==> src/rtl/game_pkg.sv <==
// Shared types and constants for the player-state UART link.
package game_pkg;

    localparam logic [2:0] UART_TAG_HDR = 3'd0;
    localparam logic [2:0] UART_TAG_XL  = 3'd1;
    localparam logic [2:0] UART_TAG_XH  = 3'd2;
    localparam logic [2:0] UART_TAG_YH  = 3'd3;
    localparam logic [2:0] UART_TAG_YL  = 3'd4;
    localparam logic [2:0] UART_TAG_COL = 3'd5;

    localparam logic [1:0] PLAYER_1 = 2'b01;
    localparam logic [1:0] PLAYER_2 = 2'b11;

    typedef enum logic [2:0] {HUNT, HDR, XL, XH, YH, YL} uart_rx_state_t;

    // Tag of the byte that brought the FSM into a state (HUNT has none; HDR tag is harmless there).
    function automatic logic [2:0] state_tag(input uart_rx_state_t s);
        case (s)
            XL:      state_tag = UART_TAG_XL;
            XH:      state_tag = UART_TAG_XH;
            YH:      state_tag = UART_TAG_YH;
            YL:      state_tag = UART_TAG_YL;
            default: state_tag = UART_TAG_HDR;
        endcase
    endfunction

    function automatic logic [2:0] next_tag(input uart_rx_state_t s);
        case (s)
            HDR:     next_tag = UART_TAG_XL;
            XL:      next_tag = UART_TAG_XH;
            XH:      next_tag = UART_TAG_YH;
            YH:      next_tag = UART_TAG_YL;
            YL:      next_tag = UART_TAG_COL;
            default: next_tag = UART_TAG_HDR;
        endcase
    endfunction

endpackage

==> src/rtl/uart_rx_watchdog.sv <==
// Idle watchdog for partially received frames; used only when FRAME_TIMEOUT_EN is defined.
module uart_rx_watchdog #(
    parameter int TIMEOUT_CYCLES = 6_500_000
) (
    input  logic clk,
    input  logic rst,
    input  logic clear,
    input  logic active,
    output logic expired
);

    localparam int CW = $clog2(TIMEOUT_CYCLES + 1);

    logic [CW-1:0] count;

    assign expired = active && !clear && (count == CW'(TIMEOUT_CYCLES - 1));

    always_ff @(posedge clk) begin
        if (rst || clear || !active || expired)
            count <= '0;
        else
            count <= count + 1'b1;
    end

endmodule

==> src/rtl/uart_decoder.sv <==
// Rebuilds remote player frames from tagged UART bytes popped from the RX FIFO.
// Optional idle timeout is enabled by defining FRAME_TIMEOUT_EN.
module uart_decoder
    import game_pkg::*;
#(
    parameter int TIMEOUT_CYCLES = 6_500_000
)
(
    input  logic       clk,
    input  logic       rst,
    input  logic       rx_empty,
    input  logic [7:0] r_data,
    output logic       rd_uart,
    output logic [1:0] remote_player,
    output logic [7:0] remote_x,
    output logic [7:0] remote_y,
    output logic       remote_collision,
    output logic       frame_valid,
    output logic       frame_error
);

    uart_rx_state_t state, state_next;
    logic [1:0] shadow_player, player_next;
    logic [7:0] shadow_x, x_next, shadow_y, y_next;
    logic       shadow_col, col_next;
    logic       commit, error;

    logic [2:0] tag;
    logic [3:0] nibble;
    logic       player_ok, hdr_ok, field_ok;

    assign tag       = r_data[2:0];
    assign nibble    = r_data[6:3];
    assign player_ok = (r_data[4:3] == PLAYER_1) || (r_data[4:3] == PLAYER_2);
    assign hdr_ok    = (tag == UART_TAG_HDR) && (r_data[7:5] == 3'b000) && player_ok;

    // Format check of the current byte according to its tag.
    always_comb begin
        case (tag)
            UART_TAG_HDR: field_ok = hdr_ok;
            UART_TAG_COL: field_ok = (r_data[7:4] == 4'b0000);
            default:      field_ok = !r_data[7];
        endcase
    end

`ifdef FRAME_TIMEOUT_EN
    logic timeout;

    uart_rx_watchdog #(.TIMEOUT_CYCLES(TIMEOUT_CYCLES)) u_watchdog (
        .clk     (clk),
        .rst     (rst),
        .clear   (rd_uart),
        .active  (state != HUNT),
        .expired (timeout)
    );
`endif

    // Byte decode happens only in the pop cycle; a repeat of the current tag simply overwrites its field.
    always_comb begin
        state_next  = state;
        player_next = shadow_player;
        x_next      = shadow_x;
        y_next      = shadow_y;
        col_next    = shadow_col;
        commit      = 1'b0;
        error       = 1'b0;
        if (rd_uart) begin
            if (state == HUNT) begin
                if (tag == UART_TAG_HDR && r_data[7:5] == 3'b000) begin
                    if (player_ok) begin
                        state_next  = HDR;
                        player_next = r_data[4:3];
                    end else begin
                        error = 1'b1;
                    end
                end
            end else if (tag == state_tag(state) || tag == next_tag(state)) begin
                if (!field_ok) begin
                    error      = 1'b1;
                    state_next = HUNT;
                end else begin
                    case (tag)
                        UART_TAG_HDR: begin
                            player_next = r_data[4:3];
                            state_next  = HDR;
                        end
                        UART_TAG_XL: begin
                            x_next[3:0] = nibble;
                            state_next  = XL;
                        end
                        UART_TAG_XH: begin
                            x_next[7:4] = nibble;
                            state_next  = XH;
                        end
                        UART_TAG_YH: begin
                            y_next[7:4] = nibble;
                            state_next  = YH;
                        end
                        UART_TAG_YL: begin
                            y_next[3:0] = nibble;
                            state_next  = YL;
                        end
                        default: begin
                            col_next   = r_data[3];
                            commit     = 1'b1;
                            state_next = HUNT;
                        end
                    endcase
                end
            end else if (hdr_ok) begin
                error       = 1'b1;
                state_next  = HDR;
                player_next = r_data[4:3];
                x_next      = '0;
                y_next      = '0;
                col_next    = 1'b0;
            end else begin
                error      = 1'b1;
                state_next = HUNT;
            end
        end
`ifdef FRAME_TIMEOUT_EN
        else if (timeout) begin
            error      = 1'b1;
            state_next = HUNT;
        end
`endif
    end

    // State, pop strobe, shadow registers and atomically committed outputs.
    always_ff @(posedge clk) begin
        if (rst) begin
            state            <= HUNT;
            rd_uart          <= 1'b0;
            shadow_player    <= '0;
            shadow_x         <= '0;
            shadow_y         <= '0;
            shadow_col       <= 1'b0;
            remote_player    <= '0;
            remote_x         <= '0;
            remote_y         <= '0;
            remote_collision <= 1'b0;
            frame_valid      <= 1'b0;
            frame_error      <= 1'b0;
        end else begin
            state         <= state_next;
            rd_uart       <= !rx_empty && !rd_uart;
            shadow_player <= player_next;
            shadow_x      <= x_next;
            shadow_y      <= y_next;
            shadow_col    <= col_next;
            frame_valid   <= commit;
            frame_error   <= error;
            if (commit) begin
                remote_player    <= player_next;
                remote_x         <= x_next;
                remote_y         <= y_next;
                remote_collision <= col_next;
            end
        end
    end

endmodule

==> config.mk <==
export PLATFORM = sky130hd
export DESIGN_NAME = uart_decoder
export DESIGN_NICKNAME = d
export VERILOG_FILES = /design/src/rtl/game_pkg.sv /design/src/rtl/uart_rx_watchdog.sv /design/src/rtl/uart_decoder.sv
export SDC_FILE = /design/constraint.sdc
export NUM_CORES = 1
export LEC_CHECK = 0
export CAP_MARGIN = 20
export CORE_ASPECT_RATIO = 0.9
export CORE_MARGIN = 4
export CORE_UTILIZATION = 45
export CTS_CLUSTER_DIAMETER = 60
export DETAILED_ROUTE_END_ITERATION = 6
export GPL_ROUTABILITY_DRIVEN = 0
export PLACE_DENSITY = 0.68
export SYNTH_ARGS = -nofsm -noshare
export SYNTH_HDL_FRONTEND = slang
export SYNTH_SLANG_ARGS = --single-unit
==> constraint.sdc <==
create_clock -name clk -period 3.87 [get_ports clk]
set_input_delay 0.774 -clock clk [delete_from_list [all_inputs] [get_ports clk]]
set_output_delay 0.774 -clock clk [all_outputs]
set_load 0.005 [all_outputs]
==> results of run 1 <==
sequential cells by signal (all words and copies together), names as in the netlist:
register          cells
shadow_player         2
shadow_y              8
frame_error           1
frame_valid           1
rd_uart               1
remote_x              8
remote_player         2
remote_y              8
state                 3
shadow_x              8
remote_collision      1
kinds of logic after synthesis:
logic type             Yosys count  share of synthesized area (%)
buffers and inverters           26                           4.94
AND/OR/NAND/NOR                113                           31.2
XOR/XNOR                         1                          0.389
flip-flops                      43                           38.2
AO/OA/AOI/OAI                   63                           19.4
multiplexers                    13                           5.88
synth_stat cells (all sizes together):
master | count | share of area, %
a21boi | 2 | 0.67
a21oi | 12 | 2.7
a221oi | 1 | 0.39
a2bb2oi | 5 | 1.9
a311oi | 1 | 0.39
a31o | 2 | 0.78
a31oi | 4 | 1.1
and2 | 2 | 0.55
and3 | 1 | 0.28
and4 | 2 | 0.89
and4b | 1 | 0.44
and4bb | 1 | 0.55
buf | 7 | 1.8
clkbuf | 14 | 2.3
dfxtp | 43 | 38
inv | 5 | 0.83
mux2 | 2 | 1.0
mux2i | 11 | 4.9
nand2 | 17 | 2.8
nand2b | 13 | 3.6
nand3 | 14 | 3.1
nand3b | 6 | 2.0
nand4 | 7 | 1.9
nand4b | 1 | 0.39
nor2 | 11 | 1.8
nor2b | 18 | 5.3
nor3 | 4 | 0.89
nor3b | 3 | 1.0
nor4 | 4 | 2.1
nor4b | 2 | 1.1
nor4bb | 2 | 0.89
o21a | 8 | 2.7
o21ai | 12 | 2.7
o22a | 2 | 0.78
o311ai | 2 | 0.78
o31a | 1 | 0.39
o31ai | 1 | 0.33
o32ai | 10 | 3.9
or2 | 1 | 0.28
or3 | 1 | 0.28
or4 | 2 | 1.0
xnor2 | 1 | 0.39
layout make-up:
class,count,area (um2),area share [%]
Sequential cell,43,861,31.5
Clock buffer,5,68.8,2.52
Inverter,5,18.8,0.688
Tap cell,65,81.3,2.98
Multi-Input combinational cell,190,1280,47.0
Timing Repair Buffer,39,373,13.7
Clock inverter,3,43.8,1.60
per-stage QoR:
stage | hold WS (ns) | util (%) | power (W) | setup slack (ns)
2_1_floorplan | 0.424 | - | 0.000494 | 1.38
3_3_place_gp | 0.437 | 54.1 | 0.000519 | 0.529
3_5_place_dp | 0.438 | 54.1 | 0.000519 | 0.492
4_1_cts | 0.458 | 56.4 | 0.000872 | 0.818
5_1_grt | 0.464 | 56.4 | 0.000898 | 0.618
6_report | 0.453 | 56.4 | 0.000865 | 0.801
worst max path at each step:
stage                  endpoint       from  cells past startpoint
2_1_floorplan  remote_player[1]  r_data[0]                      6
3_5_place_dp   remote_player[1]  r_data[0]                      6
6_report       remote_player[1]  r_data[0]                      6
3_3_place_gp   remote_player[1]  r_data[0]                      6
5_1_grt             shadow_y[3]  r_data[0]                      6
4_1_cts        remote_player[1]  r_data[0]                      6
layer usage:
layer | vias up | routed length, um
li1 | 1004 | -
met1 | 936 | 2720
met2 | 69 | 2350
met3 | 7 | 360
met4 | 0 | 54
met5 | - | 0
report_power, final:
part	switching [W]	internal [W]	leakage, nW
clock network	0.000163	0.000192	0.0581
logic	0.0000388	0.0000262	0.480
registers	0.00000160	0.000443	0.346
worst reg2reg max path: cells and delay by family (launching register included):
| family | cells | cell delay, ns |
|---|---|---|
| and+or+nand+nor | 4 | 1.38 |
| DFF | 1 | 0.60 |
| AOI/OAI and AO/OA | 1 | 0.23 |
==> impl_results.md, run 1 <==
* Outcome: completed
* Distinct cells, synth at 51
* Worst path slowest cell: clkdlybuf4s50_1
* Largest net degree at the start of global routing at 52
* Cell Rows at 24
* Pins Over Slew Limit at 0
* Pwr per Cell Area at 317 mW/mm2
* Vias per cell at 5.76
* Buffers and inverters on the worst path at 1
* Met2 usage at 27.3%
* Area growth, synth to finish at 21.0%
* Relative slew slack at 31.3%
* Commonest non-fill, non-tap cell in the layout: dfxtp_1
* VDD IR max at 0.230 mV
* Hold crit path type: register to register
* CTS Root Cell: clkbuf_8
* Setup Buffers After CTS at 0
* # port buffers at 32
* Post-Layout Inst Area at 0.00273 mm2
* Worst path top cell family by delay: simple AND/OR/NAND/NOR gates
* Mapped Area at 0.00225 mm2
* Global routing usage on met3 at 3.95%
* Most frequent cells in the layout: dfxtp_1 (43), clkdlybuf4s50_1 (32), nand2_1 (17), nor2b_1 (17), nand3_1 (14)
* Worst hold stages at 2
* Final Instance Count excl. Fillers at 350
* Crit-path most repeated cell: or4_4
* GR Util met1 at 28.4%
* Reg-to-reg startpoint: state[0]
* Worst hold path startpoint: remote_x[7]
* Sink Count at 43
* #FFs+latches synth at 43
* Die width at 82.6 um
* CP startpoint kind: input pin
* Synthesized instance count at 259
* Dpl cell area at 0.00262 mm2
* Setup Skew at 0.00714 ns
* Synth Area per Inst at 8.71 um2
* Initial Util at 46.6%
* DRT Pass-1 Iters at 4
* Dpl hpwl at 3750 um
* Reg-to-reg slack, setup at 1.57 ns
* Diodes inserted at 0
* Post-synthesis sequential area ratio at 38.2%
* Final-report hold violation count at 0
* Number of global-route vias before repair at 1,848
* Setup TNS at 0 ns
* Layout Nets at 295
* Worst-Skew Late Latency at 0.30 ns
* Fillers at 454
* Critical-path cell list: clkdlybuf4s50_1 > nor2b_4 > or4_4 > and4_4 > or4_4 > a31o_1
* Starting DRT DRC Count at 181
* Worst hold endpoint: remote_x[7]
* TritonCTS Buffers at 5
* WL per Instance at 15.7 um
* Initial antenna violation count at 0
* # hold bufs at CTS at 0
* Clock Tree Buf Depth at 2
* Layout cells sized above 1 at 9.47%
* Vias at 2,016
* Crit path time final at 3.07 ns
* Crit Path Max Fanout at 20
* GRT Util Overall at 18.9%
* Max Cap Viol at 0
* Top achievable clock speed at 326 MHz
* Global route total overflow at 0
* Crit path DAT at 3.27 ns
* Reg clk slew, reported paths at 0.09 ns
* Reg-to-reg endpoint: remote_player[1]
* CTS tree: yes
* First-pass GRT wire length at 9000 um
* Die Y at 75.2 um
* Cts repair resizes at 0
* Die area at 0.00621 mm2
* Req. time, crit path at 4.07 ns
* Crit. End Element: register
* R2R depth at 5
* Crit path largest cell delay at 0.70 ns
* WS Path Type: input pin to register
* RSZ-0062 raised after global routing: false
* Leakage Power at 0.885 nW
* Ratio of final minimum period to clock period at 79.3%
* Placed Cells at 342
* Worst-margin pin slew at 1.02 ns
* Global route hottest layer: met1
* H-tree lvl count at 2
* # IOs at 33
* Routed Wire Length at 5480 um
* Final setup viols at 0
* Core area at 0.00483 mm2
* Antenna Violating Nets Remaining at 0
* Drc violations at 0
* Syn_nets at 270
* Syn. warnings at 0
Power figures use the tool's default switching activity.
==> inputs of run 2 (changes only) <==
==> constraint.sdc (replaced) <==
create_clock -name clk -period 3.2 [get_ports clk]
set_input_delay 0.64 -clock clk [delete_from_list [all_inputs] [get_ports clk]]
set_output_delay 0.64 -clock clk [all_outputs]
set_load 0.005 [all_outputs]
==> run 2 against run 1 <==
Net effect:
- register-to-register slack got worse by 0.56 ns
- die area unchanged
- via count increased by 1.2%
- first-iteration DRC count increased by 8.8%
- global-route usage increased by 0.49 points
- power increased by 29%
- sequential power increased by 21%
- count of clock-buffer cells in the layout increased by 1
- sequential share of layout area decreased by 0.65 points
- largest cell class unchanged
- largest power group unchanged
- highest routed layer unchanged
==> impl_results.md, run 2 (synthesis results as in run 1) <==
* First-pass GRT wire length at 9200 um (+2.1%)
* Worst-margin pin slew at 0.864 ns (-0.158 ns)
* Layout Nets at 300 (+1.7%)
* Worst-Skew Late Latency at 0.29 ns (about the same)
* # hold bufs at CTS at 0 (unchanged)
* Global route total overflow at 0 (unchanged)
* Cell Rows at 24 (unchanged)
* Min Hold Slack at 0.450 ns (-0.00253 ns)
* Reg-to-reg startpoint: state[0]
* Post-Layout Inst Area at 0.00279 mm2 (+2.1%)
* Die width at 82.6 um (unchanged)
* CTS Root Cell: clkbuf_8
* Worst setup startpoint: r_data[1]
* Most frequent cells in the layout: dfxtp_1 (43), clkdlybuf4s50_1 (32), nand2_1 (17), nor2b_1 (17), nand3_1 (14)
* Setup TNS at 0 ns (unchanged)
* RSZ-0062 raised after global routing: false
* Vias at 2,040 (+1.2%)
* VDD IR max at 0.299 mV (+30%)
* CTS tree: yes
* Setup Skew at 0.00798 ns (+0.000841 ns)
* Diodes inserted at 0 (unchanged)
* Dpl cell area at 0.00265 mm2 (+1.4%)
* Ratio of final minimum period to clock period at 80.9%
* Crit. End Element: register
* Area growth, synth to finish at 23.6%
* Initial Util at 46.6% (unchanged)
* Hold crit path type: register to register
* WS Path Type: input pin to register
* CP startpoint kind: input pin
* Largest net degree at the start of global routing at 52 (unchanged)
* Starting DRT DRC Count at 197 (+8.8%)
* Core area at 0.00483 mm2 (unchanged)
* Number of global-route vias before repair at 1,848 (unchanged)
* TritonCTS Buffers at 5 (unchanged)
* Sink Count at 43 (unchanged)
* Max Cap Viol at 0 (unchanged)
* Relative slew slack at 41.9% (+11 points)
* # IOs at 33 (unchanged)
* Setup Buffers After CTS at 0 (unchanged)
* Crit path DAT at 2.79 ns (-0.48 ns)
* Worst path top cell family by delay: buffers and inverters
* DRT Pass-1 Iters at 4 (unchanged)
* Top achievable clock speed at 386 MHz
* Final setup viols at 0 (unchanged)
* Commonest non-fill, non-tap cell in the layout: dfxtp_1
* Crit-path most repeated cell: buf_4
* Outcome: completed
* Drc violations at 0 (unchanged)
* Die area at 0.00621 mm2 (unchanged)
* Crit Path Max Fanout at 19 (-5.0%)
* Buffers and inverters on the worst path at 4 (+3)
* Dpl hpwl at 3850 um (+2.4%)
* Final-report hold violation count at 0 (unchanged)
* Worst path slowest cell: clkdlybuf4s50_1
* Critical-path cell list: clkdlybuf4s50_1 > buf_4 > nor3b_1 > o21ai_1 > and4_4 > buf_4 > a21oi_1 > buf_4 > o32ai_1
* Reg clk slew, reported paths at 0.08 ns (about the same)
* # port buffers at 32 (unchanged)
* Routed Wire Length at 5610 um (+2.4%)
* Req. time, crit path at 3.40 ns (-0.67 ns)
* Placed Cells at 347 (+1.5%)
* H-tree lvl count at 2 (unchanged)
* Crit path time final at 2.59 ns
* Clock Tree Buf Depth at 2 (unchanged)
* Cts repair resizes at 0 (unchanged)
* Leakage Power at 0.917 nW (+3.6%)
* Pwr per Cell Area at 399 mW/mm2 (+26%)
* Pins Over Slew Limit at 0 (unchanged)
* Vias per cell at 5.75 (-0.23%)
* GRT Util Overall at 19.4% (+0.49 points)
* Antenna Violating Nets Remaining at 0 (unchanged)
* Crit path largest cell delay at 0.60 ns (-0.10 ns)
* Final Instance Count excl. Fillers at 355 (+1.4%)
* Die Y at 75.2 um (unchanged)
* Initial antenna violation count at 0 (unchanged)
* Worst hold path startpoint: remote_collision
* WL per Instance at 15.8 um (+0.93%)
* Layout cells sized above 1 at 10.7% (+1.2 points)
-- run 2: cell types whose count changed in the layout (fill, tap and decap cells not counted) --
cell       before  now
clkbuf_1        0    1
clkinv_4        1    0
clkinv_2        1    0
bufinv_16       1    2
buf_4           7   12
-- run 2: final timing paths --
path	to	slack, ns	depth (start not counted)
hold / removal	remote_collision	0.45	2
setup reg to reg	remote_player[1]	1.01	5
setup / recovery	shadow_y[7]	0.61	9
hold reg to reg	remote_collision	0.45	2
-- run 2: worst register-to-register path, cell delays in order, from the launching register on --
cell,delay [ns]
dfxtp_1,0.58
nor2b_4,0.07
or4_4,0.49
and4_4,0.21
or4_4,0.50
a31o_1,0.23
-- run 2: where the power goes --
| group | switching (W) | internal (W) | leakage (nW) | total, W |
|---|---|---|---|---|
| sequential | 0.00000199 | 0.000535 | 0.346 | 0.000537 |
| clock | 0.000182 | 0.000312 | 0.0654 | 0.000494 |
| combinational | 0.0000478 | 0.0000339 | 0.505 | 0.0000817 |
| total | 0.000232 | 0.000881 | 0.917 | 0.00111 |
-- run 2: routing by layer --
metal | GRT usage, % | vias up | wire [um]
li1 | - | 1013 | -
met5 | 0 | - | 0
met2 | 28.0 | 74 | 2480
met3 | 4.78 | 2 | 417
met1 | 27.8 | 951 | 2690
met4 | 7.26 | 0 | 23
-- run 2: layout make-up --
class / count / area (um2)
Clock buffer: 6 / 72.6
Clock inverter: 2 / 60.1
Fill cell: 446 / 2050
Inverter: 5 / 18.8
Multi-Input combinational cell: 190 / 1280
Sequential cell: 43 / 861
Tap cell: 65 / 81.3
Timing Repair Buffer: 44 / 410
-- run 2: through the flow --
step	worst slack, ns	utilization (%)	total power [W]
global route	0.456	57.6	0.00116
detailed placement	0.373	54.9	0.000630
global placement	0.409	54.9	0.000630
CTS	0.664	57.6	0.00113
floorplan	0.847	-	0.000598
finish	0.611	57.6	0.00111
==> inputs of run 3 (changes only) <==
==> constraint.sdc (replaced) <==
create_clock -name clk -period 2.5 [get_ports clk]
set_input_delay 0.5 -clock clk [delete_from_list [all_inputs] [get_ports clk]]
set_output_delay 0.5 -clock clk [all_outputs]
set_load 0.005 [all_outputs]
==> run 3 against run 2 <==
Net effect:
- largest power group unchanged
- critical endpoint is now state[1]
- worst hold slack gained 0.0020 ns
- wire length rose by 1.7%
- final cell count grew 7.3%
- clock power is 12% lower
- critical path depth is 1 higher
- setup slack got worse by 0.45 ns
- via count increased by 2.5%
- final area grew 5.7%
- clock skew fell by 0.0039 ns
- sequential power up 28%
- largest cell class unchanged
==> impl_results.md, run 3 (synthesis results as in run 1) <==
* GRT Util Overall at 20.2% (+0.78 points)
* Crit path DAT at 2.57 ns (-0.22 ns)
* Req. time, crit path at 2.73 ns (-0.67 ns)
* Most frequent cells in the layout: dfxtp_1 (43), buf_4 (37), clkdlybuf4s50_1 (32)
* Area growth, synth to finish at 30.7%
* First-pass GRT wire length at 9450 um (+2.7%)
* Number of global-route vias before repair at 1,939 (+4.9%)
* DRT Pass-1 Iters at 4 (unchanged)
* Crit-path most repeated cell: buf_4
* Internal power at 0.000942 W (+6.9%)
* Final-report hold violation count at 0 (unchanged)
* Global route total overflow at 0 (unchanged)
* Vias per cell at 5.49 (-4.5%)
* Core area at 0.00483 mm2 (unchanged)
* TritonCTS Buffers at 5 (unchanged)
* Antenna Violating Nets Remaining at 0 (unchanged)
* Reg clk slew, reported paths at 0.08 ns (about the same)
* CTS tree: yes
* Die area at 0.00621 mm2 (unchanged)
* Crit Path Max Fanout at 11 (-8)
* Ratio of final minimum period to clock period at 93.5%
* Dpl hpwl at 4070 um (+5.9%)
* VDD IR max at 0.312 mV (+4.4%)
* Hold crit path type: register to register
* CTS Root Cell: clkbuf_8
* Pwr per Cell Area at 424 mW/mm2 (+6.2%)
* Vias at 2,090 (+2.5%)
* Drc violations at 0 (unchanged)
* Sink Count at 43 (unchanged)
* Die Y at 75.2 um (unchanged)
* Layout Nets at 326 (+8.7%)
* # hold bufs at CTS at 0 (unchanged)
* Starting DRT DRC Count at 152 (-23%)
* Crit path largest cell delay at 0.48 ns (-0.12 ns)
* CP startpoint kind: input pin
* Relative slew slack at 69.2% (+27 points)
* Crit path time final at 2.34 ns
* Diodes inserted at 0 (unchanged)
* Commonest non-fill, non-tap cell in the layout: dfxtp_1
* Setup Skew at 0.00405 ns (-0.00393 ns)
* NetSw at 0.000309 W (+33%)
* Fillers at 436 (-2.2%)
* Dpl cell area at 0.00286 mm2 (+7.8%)
* Top achievable clock speed at 428 MHz
* Largest net degree at the start of global routing at 52 (unchanged)
* Final Instance Count excl. Fillers at 381 (+7.3%)
* Overall power at 0.00125 W (+12%)
* Clock Tree Buf Depth at 2 (unchanged)
* Crit. End Element: register
* Outcome: completed
* Layout cells sized above 1 at 18.0% (+7.3 points)
* Post-Layout Inst Area at 0.00295 mm2 (+5.7%)
* Placed Cells at 373 (+7.5%)
* Reg power frac at 55.0% (+6.7 points)
* Initial Util at 46.6% (unchanged)
* Max Cap Viol at 0 (unchanged)
* Setup Buffers After CTS at 0 (unchanged)
* WL per Instance at 15.0 um (-5.3%)
* Cell Rows at 24 (unchanged)
* Worst path slowest cell: clkdlybuf4s50_1
* Die width at 82.6 um (unchanged)
* Switching share of power at 24.7% (+3.8 points)
* Worst-margin pin slew at 0.463 ns (-0.402 ns)
* H-tree lvl count at 2 (unchanged)
* RSZ-0062 raised after global routing: false
* # port buffers at 32 (unchanged)
* Leakage Power at 1.02 nW (+11%)
* Pins Over Slew Limit at 0 (unchanged)
* Worst path top cell family by delay: buffers and inverters
* WS Path Type: input pin to register
* Initial antenna violation count at 0 (unchanged)
* Worst-Skew Late Latency at 0.30 ns (about the same)
* Logic pwr share at 10.1% (+2.8 points)
* Routed Wire Length at 5700 um (+1.7%)
* Critical-path cell list: clkdlybuf4s50_1 > buf_4 > buf_4 > nor4_1 > buf_4 > nand3_1 > o21ai_0 > buf_4 > nand4_1 > a21oi_1
* Cts repair resizes at 0 (unchanged)
* Clock share of power at 34.9% (-9.5 points)
* Final setup viols at 0 (unchanged)
* # IOs at 33 (unchanged)
* Buffers and inverters on the worst path at 5 (+1)
[run 3: through the flow]
step	setup TNS [ns]	hold WS [ns]	worst slack [ns]	utilization (%)
after CTS	0	0.457	0.183	60.9
after global placement	-1.02	0.436	-0.111	59.2
after global routing	0	0.464	0.00597	60.9
final	0	0.452	0.161	60.9
after detailed placement	-1.32	0.446	-0.123	59.2
after floorplan	0	0.424	0.287	-
[run 3: power by group through the flow]
stage,logic (W),clock network (W),registers (W)
final,0.000126,0.000437,0.000688
after global routing,0.000136,0.000478,0.000688
after CTS,0.000126,0.000454,0.000688
after detailed placement,0.000126,0,0.000704
after global placement,0.000125,0,0.000704
after floorplan,0.0000632,0,0.000702
[run 3: metal layers]
metal,vias up,share of wire (%),routed length (um),GRT usage [%]
li1,1068,-,-,-
met1,969,49,2790,28.8
met2,47,46,2600,30.7
met3,6,4.4,249,4.07
met4,0,1.2,70,6.17
met5,-,0,0,0
[run 3: worst paths after layout]
| kind | from | endpoint | slack, ns | cells past startpoint |
|---|---|---|---|---|
| setup / recovery | r_data[1] | state[1] | 0.16 | 10 |
| hold / removal | remote_x[7] | remote_x[7] | 0.45 | 2 |
| setup reg to reg | state[1] | remote_player[1] | 0.30 | 5 |
| hold reg to reg | remote_x[7] | remote_x[7] | 0.45 | 2 |
[run 3: final cells by class]
type	instances	area, um2	share of cell area (%)
multi-input combinational	190	1280	43.5
sequential	43	861	29.2
timing repair buffer	70	618	21.0
inverter	5	18.8	0.637
tap	65	81.3	2.76
clock buffer	6	72.6	2.46
clock inverter	2	12.5	0.425
[run 3: worst min-delay path: cells and delay by family (launching register included)]
family	cells	cell delay (ns)
and+or+nand+nor	1	0.05
AOI/OAI and AO/OA	1	0.05
DFF	1	0.31
